## src/rtl/pa_key_streamer.sv

```systemverilog
// Captures privacy-amplification key words into a FIFO and streams them out over valid/ready,
// marking the final word of each session and keeping sticky finish/fail/length status.
module pa_key_streamer #(
  parameter int unsigned KEY_W      = 64,
  parameter int unsigned FIFO_DEPTH = 16,
  parameter int unsigned CNT_W      = 16
) (
  input  logic               clock_100M,
  input  logic               reset,
  input  logic               start,
  input  logic               clear_status,
  input  logic [CNT_W-1:0]   expected_words,
  input  logic               key_en,
  input  logic [KEY_W/8-1:0] key_we,
  input  logic [KEY_W-1:0]   key_din,
  input  logic               pa_finish,
  input  logic               pa_fail,
  output logic [KEY_W-1:0]   m_data,
  output logic               m_valid,
  input  logic               m_ready,
  output logic               m_last,
  output logic               finish_flag,
  output logic               fail_flag,
  output logic               overflow_flag,
  output logic               length_err,
  output logic [CNT_W-1:0]   words_in,
  output logic [CNT_W-1:0]   words_out,
  output logic [7:0]         status_vec
);

  localparam int unsigned PW = $clog2(FIFO_DEPTH);
  localparam int unsigned CW = $clog2(FIFO_DEPTH) + 1;
  localparam logic [CW-1:0] FullCnt = CW'(FIFO_DEPTH);
  localparam logic [CNT_W-1:0] CntMax = '1;

  typedef enum logic [2:0] {
    StIdle    = 3'd0,
    StCollect = 3'd1,
    StDrain   = 3'd2,
    StDone    = 3'd3,
    StFail    = 3'd4
  } state_e;

  state_e           state_q;
  logic [KEY_W-1:0] mem_q [FIFO_DEPTH];
  logic [PW-1:0]    wr_ptr_q;
  logic [PW-1:0]    rd_ptr_q;
  logic [CW-1:0]    count_q;
  logic [CNT_W-1:0] expected_q;

  logic             fifo_full;
  logic             push_req;
  logic             push;
  logic             pop;
  logic             overflow;
  logic             go_fail;
  logic             flush;
  logic [CNT_W-1:0] words_in_nxt;

  always_comb begin
    fifo_full = (count_q == FullCnt);
    push_req  = (state_q == StCollect) && key_en && (|key_we);
    // Full is judged on the pre-edge count, so a simultaneous pop cannot rescue a push.
    overflow  = push_req && fifo_full;
    push      = push_req && !fifo_full;

    m_valid = 1'b0;
    m_last  = 1'b0;
    case (state_q)
      // One word is held back during collection so the final word can carry m_last.
      StCollect: m_valid = (count_q >= CW'(2));
      StDrain: begin
        m_valid = (count_q != '0);
        m_last  = (count_q == CW'(1));
      end
      default: begin
        m_valid = 1'b0;
        m_last  = 1'b0;
      end
    endcase

    pop          = m_valid && m_ready;
    words_in_nxt = (push && (words_in != CntMax)) ? words_in + 1'b1 : words_in;
    go_fail      = (state_q == StCollect) && !clear_status && (pa_fail || overflow);
    flush        = clear_status || go_fail || (state_q == StFail);
  end

  assign m_data     = mem_q[rd_ptr_q];
  assign status_vec = {fifo_full, overflow_flag, length_err, fail_flag, finish_flag, state_q};

  always_ff @(posedge clock_100M or posedge reset) begin
    if (reset) begin
      wr_ptr_q <= '0;
      rd_ptr_q <= '0;
      count_q  <= '0;
      for (int unsigned i = 0; i < FIFO_DEPTH; i++) begin
        mem_q[i] <= '0;
      end
    end else if (flush) begin
      wr_ptr_q <= '0;
      rd_ptr_q <= '0;
      count_q  <= '0;
    end else begin
      if (push) begin
        mem_q[wr_ptr_q] <= key_din;
        wr_ptr_q        <= wr_ptr_q + PW'(1);
      end
      if (pop) begin
        rd_ptr_q <= rd_ptr_q + PW'(1);
      end
      case ({push, pop})
        2'b10:   count_q <= count_q + CW'(1);
        2'b01:   count_q <= count_q - CW'(1);
        default: count_q <= count_q;
      endcase
    end
  end

  always_ff @(posedge clock_100M or posedge reset) begin
    if (reset) begin
      state_q       <= StIdle;
      expected_q    <= '0;
      words_in      <= '0;
      words_out     <= '0;
      finish_flag   <= 1'b0;
      fail_flag     <= 1'b0;
      overflow_flag <= 1'b0;
      length_err    <= 1'b0;
    end else if (clear_status) begin
      state_q       <= StIdle;
      finish_flag   <= 1'b0;
      fail_flag     <= 1'b0;
      overflow_flag <= 1'b0;
      length_err    <= 1'b0;
    end else begin
      if (pop && (words_out != CntMax)) begin
        words_out <= words_out + 1'b1;
      end
      case (state_q)
        StIdle, StDone: begin
          if (start) begin
            state_q    <= StCollect;
            expected_q <= expected_words;
            words_in   <= '0;
            words_out  <= '0;
            length_err <= 1'b0;
          end
        end
        StCollect: begin
          words_in <= words_in_nxt;
          if (pa_fail || overflow) begin
            state_q   <= StFail;
            fail_flag <= 1'b1;
            if (overflow) begin
              overflow_flag <= 1'b1;
            end
          end else if (pa_finish) begin
            length_err <= (words_in_nxt != expected_q);
            // An empty session has nothing to drain and completes immediately.
            if ((count_q == '0) && !push) begin
              state_q     <= StDone;
              finish_flag <= 1'b1;
            end else begin
              state_q <= StDrain;
            end
          end
        end
        StDrain: begin
          if ((count_q == '0) || ((count_q == CW'(1)) && pop)) begin
            state_q     <= StDone;
            finish_flag <= 1'b1;
          end
        end
        StFail: begin
          state_q <= StFail;
        end
        default: begin
          state_q <= StIdle;
        end
      endcase
    end
  end

endmodule

```

## config.mk

```make
export PLATFORM = sky130hd
export DESIGN_NAME = pa_key_streamer
export DESIGN_NICKNAME = d
export VERILOG_FILES = /design/src/rtl/pa_key_streamer.sv
export SDC_FILE = /design/constraint.sdc
export NUM_CORES = 2
export LEC_CHECK = 0
export CORE_UTILIZATION = 45
export CTS_CLUSTER_SIZE = 14
export DETAILED_ROUTE_END_ITERATION = 16
export GPL_ROUTABILITY_DRIVEN = 0
export SLEW_MARGIN = 20
export SYNTH_ARGS = -nofsm -noshare
export SYNTH_HDL_FRONTEND = slang
export SYNTH_SLANG_ARGS = --single-unit
```

## constraint.sdc

```tcl
create_clock -name clock_100M -period 99.7 [get_ports clock_100M]
set_input_delay 14.955 -clock clock_100M [delete_from_list [all_inputs] [get_ports clock_100M]]
set_output_delay 14.955 -clock clock_100M [all_outputs]
set_load 0.05 [all_outputs]
```

Word level (Yosys, flattened, before mapping) --
Index checks and enable logic that the tools add are counted.
Operators by class: $add $sub $neg 6, multiply operators 0, div/mod/pow operators 0, $lt $le $gt $ge 4, equal/unequal tests 18, shifts and indexed selects 0, multiplexer cells 45, bitwise operators 4, reduce and logical (&&, ||, !) cells 41
Operators with widths (count):
- bitwise mux 1024 bit | 1
- binary-select mux 64 bit (select 4 bit) | 1
- demux 64 bit (select 4 bit) | 1
- two-way mux 64 bit | 3
- two-way mux 16 bit | 5
- adder 16 x 1 -> 16 bit, second input constant | 2
- != test 16 bit, second input constant | 2
- one-hot mux 16 bit (2 select lines) | 1
- two-way mux 1 bit | 18
- two-way mux 4 bit | 4
- != test 16 bit | 1
- two-way mux 3 bit | 5
- logical AND 1 bit | 12
- != test 3 bit, second input constant | 4
- one-hot mux 3 bit (4 select lines) | 1
- AND reduction 3 bit | 4
- nonzero test 2 bit | 6
- >= comparator 5 bit, second input constant | 2
- inverter 4 -> 5 bit | 2
- one-hot mux 5 bit (2 select lines) | 1
- nonzero test 3 bit | 3
- adder 4 x 1 -> 4 bit, second input constant | 2
- OR reduction 8 bit | 1
- == test 3 x 2 -> 1 bit, second input constant | 2
- other kinds (25) | 34
Word-level totals: flip-flop bits (word level) 1092, bits in latches 0, RAM bits 0, memory bits (read-only) 0, input port bits 96, output and inout port bits 110, word-level logic and storage cells 145, memories kept 0

Longest topological paths before layout --
word-level depth 11, depth in mapped cells 12, gate-level depth less buffers 9

Worst setup path after synthesis --
No wires, ideal clock.
path kind flip-flop to output port, start point register rd_ptr_q[0], end point output m_data[45], arrival time 2.538 ns, required time 84.745 ns, path slack 82.207 ns, cell stages (with the launch flop) 6, buffers on the path 3, cell sequence dfrtp_1 -> clkbuf_1 -> buf_2 -> buf_1 -> mux4_2 -> mux4_2
On the way: cells in the longest elaborated chain, start to end 4
Ends and longest elaborated chain:
- start: declaration | line 47 | logic [PW-1:0] rd_ptr_q;
- start signal: assignment | line 109 | rd_ptr_q <= rd_ptr_q + PW'(1);
- inverter 4 -> 5 bit (not written as such) | line 88 | assign m_data = mem_q[rd_ptr_q];
- binary-select mux 64 bit (select 4 bit) | line 88
- two-way mux 64 bit (not written as such) (2 in series) | line 88
- end: declaration | line 18 | output logic [KEY_W-1:0] m_data,
No other way between the ends. The select of a mux whose other input is x is not followed.

Worst setup path in the final report --
start point register rd_ptr_q[0], end point output m_data[19]
The elaborated chain is that of the path after synthesis.

==> results.cfg <==
[outcome]
status = completed

[yosys]
synth_edf_count = 0
synthTopCellsByArea = dfrtp_1 (55%), mux2_2 (22%), mux4_2 (14%), mux2_1 (1.3%), buf_6 (0.94%)
ys_seq_area_share_pct = 54.6
synth-simple-area-share_pct = 2.87
avgSynthCellArea_um2 = 16.2
synthFlopType = dfrtp_1
synth_top_family_by_area = multiplexers
ys_ff_latch = 1092
synthMuxAreaShare_pct = 37.5
syn-num-nets = 3207
synthArstFlopShare_pct = 100
yosys_warnings = 0
syn_inst = 3099
syn_area_um2 = 50100
synth_top_area_share_pct = 54.6
ys_top_cells_by_count = dfrtp_1 (1092), mux2_2 (969), mux4_2 (320), clkbuf_1 (122), nand2_1 (83)
synth_xor_area_share_pct = 0.962
synth_fa_ha_area_share_pct = 0.300
synth_cell_types = 62
netlist.top_cell.by_area = dfrtp_1
yosysMostFrequentCell = dfrtp_1
synth-compound-area-share_pct = 0.797

[detailed_routing]
wl_mm = 124
drtPass1Iterations = 7
vias = 27800
drt_iter0_drc = 1642
route.detailed.drc = 0
viasPerCell = 5.82
ant_nets = 0
wl_per_cell_um = 25.9

[clock_network]
clk_pin_slew_worst_paths_ps = 60
htreeDepth = 3
clockRootBuffer = clkbuf_16
post-cts-setup-buffers = 0
cts_tree = yes
cts_buffers = 116
clockBufferDepth = 3
cts_resized = 0
clock_latency_ps = 700
cts.sinks = 1092
hold_buffers = 0

[worst_setup_path]
worstPathMaxFanout = 106
slowest_delay_ps = 850
ff2ff_setup_slack_ps = 95100
worst_r2r_endpoint = mem_q[916]
cp_data_required_time_ps = 84750
crit_type = flip-flop to output pin
cpMostUsedCell = mux4_2
worstSetupStartpointType = flip-flop
crit_path_end_kind = output pin
crit_arrival_ps = 5130
r2r-start = count_q[0]
ff2ff_path_depth = 12
critPathSlowestCell = buf_4
crit_chain = buf_12, buf_4, mux4_2, mux4_2, clkdlybuf4s50_1

[min_path]
hold_class = flip-flop to flip-flop
holdPathEnd = mem_q[262]
min_from = mem_q[262]
worstHoldPathCells = 1

[grt]
grt-ovfl-total = 0
antenna_found_initial = 8
grtUsageTotal_pct = 22.7
first_global_vias = 31000
grt_pass1_wl_mm = 195
grt_start_max_net_pins = 177

[floorplanning]
ioPinCount = 206
die_y_um = 336
start_util_pct = 45.7
dieArea_um2 = 113000
core-area_um2 = 110000
row_count = 121
die_x_um = 336

[power_and_ir_drop]
p_total_uw = 1140
power_leakage_uw = 0.0262
p_per_area_nw_per_um2 = 20.1
vdd_drop_max_mv = 0.0145

[sta]
worst_pin_slew_ps = 1350
fmax_mhz = 49.8
hold_violations = 0
post-route-min-period_ps = 20080
clock_skew_ps = 17.6
relSlewSlack_pct = 10.0
period_share_pct = 20.1
final.setup.tns_ps = 0
rsz0062_at_grt = no
setup_viol_count_final = 0
slew_violations = 0

[placed_design]
port-buffer-count = 205
dp.final_hpwl_mm = 67.6
placement.cell_area_um2 = 53000

[cells_and_area]
drive_above_1_share_pct = 46.5
nFillCells = 8959
design_area_um2 = 56700
area_growth_pct = 13.2
final_nets = 3323

[run]
drv_cap = 0
[power breakdown]
part           leakage [uW]  switching, uW  internal, uW  total (uW)
Clock               0.00183            176           244         420
Combinational       0.00927            136          96.6         232
Sequential           0.0151           17.0           469         486
Total                0.0262            329           810        1140
[worst max path at each step]
stage	cells past startpoint	slack, ps	from	to
floorplan	1	54000	reset	count_q[0]
global placement	5	80100	rd_ptr_q[0]	m_data[58]
detailed placement	5	80140	rd_ptr_q[0]	m_data[9]
CTS	5	79380	rd_ptr_q[0]	m_data[9]
global route	5	79230	rd_ptr_q[0]	m_data[19]
finish	5	79620	rd_ptr_q[0]	m_data[19]
[flip-flops by register name, indices dropped and copies added (netlist names)]
name           cells
words_in          16
state_q            3
count_q            5
overflow_flag      1
fail_flag          1
mem_q           1024
words_out         16
expected_q        16
length_err         1
wr_ptr_q           4
rd_ptr_q           4
finish_flag        1
[routing by layer]
metal / track usage, % / up-vias / part of all wire [%]
li1: - / 11800 / -
met1: 31.4 / 15300 / 44
met2: 37.2 / 530 / 49
met3: 3.50 / 206 / 3.9
met4: 6.75 / 10 / 2.4
met5: 0 / - / 0.046
[cell families (layout without fill, tap and decap cells)]
| family | count (synthesis) | after routing |
|---|---|---|
| AO/OA/AOI/OAI | 64 | 64 |
| XOR/XNOR | 55 | 55 |
| adder cells (fa/ha/maj) | 12 | 12 |
| buffers and inverters | 273 | 477 |
| flip-flops | 1092 | 1092 |
| multiplexers | 1345 | 1345 |
| other | 0 | 2 |
| AND/OR/NAND/NOR | 258 | 258 |
[final cells by class]
class                   count  area, um2  share of cell area [%]
diodes                      2       5.00                 0.00883
clock buffers             184       3500                    6.18
clock inverters            22        196                   0.347
inverters                  14       60.1                   0.106
multi-input cells        1734      21200                    37.5
flip-flops and latches   1092      27300                    48.2
well taps                1476       1850                    3.26
repair buffers            257       2500                    4.41
[worst max-delay path, delay by kind of cell, from the launching register on]
kind,cells,cell delay (ps)
DFF,1,830
buffers and inverters,3,2280
muxes,2,1060
[stage by stage]
stage | utilization (%) | setup WS [ps] | hold WS, ps | cells
after floorplan | - | 54000 | 452 | 3099
after global placement | 48.3 | 80100 | 461 | 4573
after detailed placement | 48.3 | 80140 | 469 | 4573
after CTS | 51.7 | 79380 | 482 | 4779
after global routing | 51.7 | 79230 | 492 | 4781
final | 51.7 | 79620 | 478 | 4781
[placed cells by master (no fill, tap or decap), types with 20 or more instances in the layout]
| master | instances |
|---|---|
| buf_4 | 46 |
| clkbuf_1 | 37 |
| clkbuf_16 | 119 |
| clkbuf_8 | 28 |
| clkdlybuf4s50_1 | 205 |
| dfrtp_1 | 1088 |
| mux2_1 | 56 |
| mux2_2 | 969 |
| mux4_2 | 320 |
| nand2_1 | 83 |
| nand3_1 | 27 |
| nor2_1 | 50 |
| o21ai_0 | 20 |
| xnor2_1 | 37 |
No activity file was read; power rests on OpenSTA's default activity.
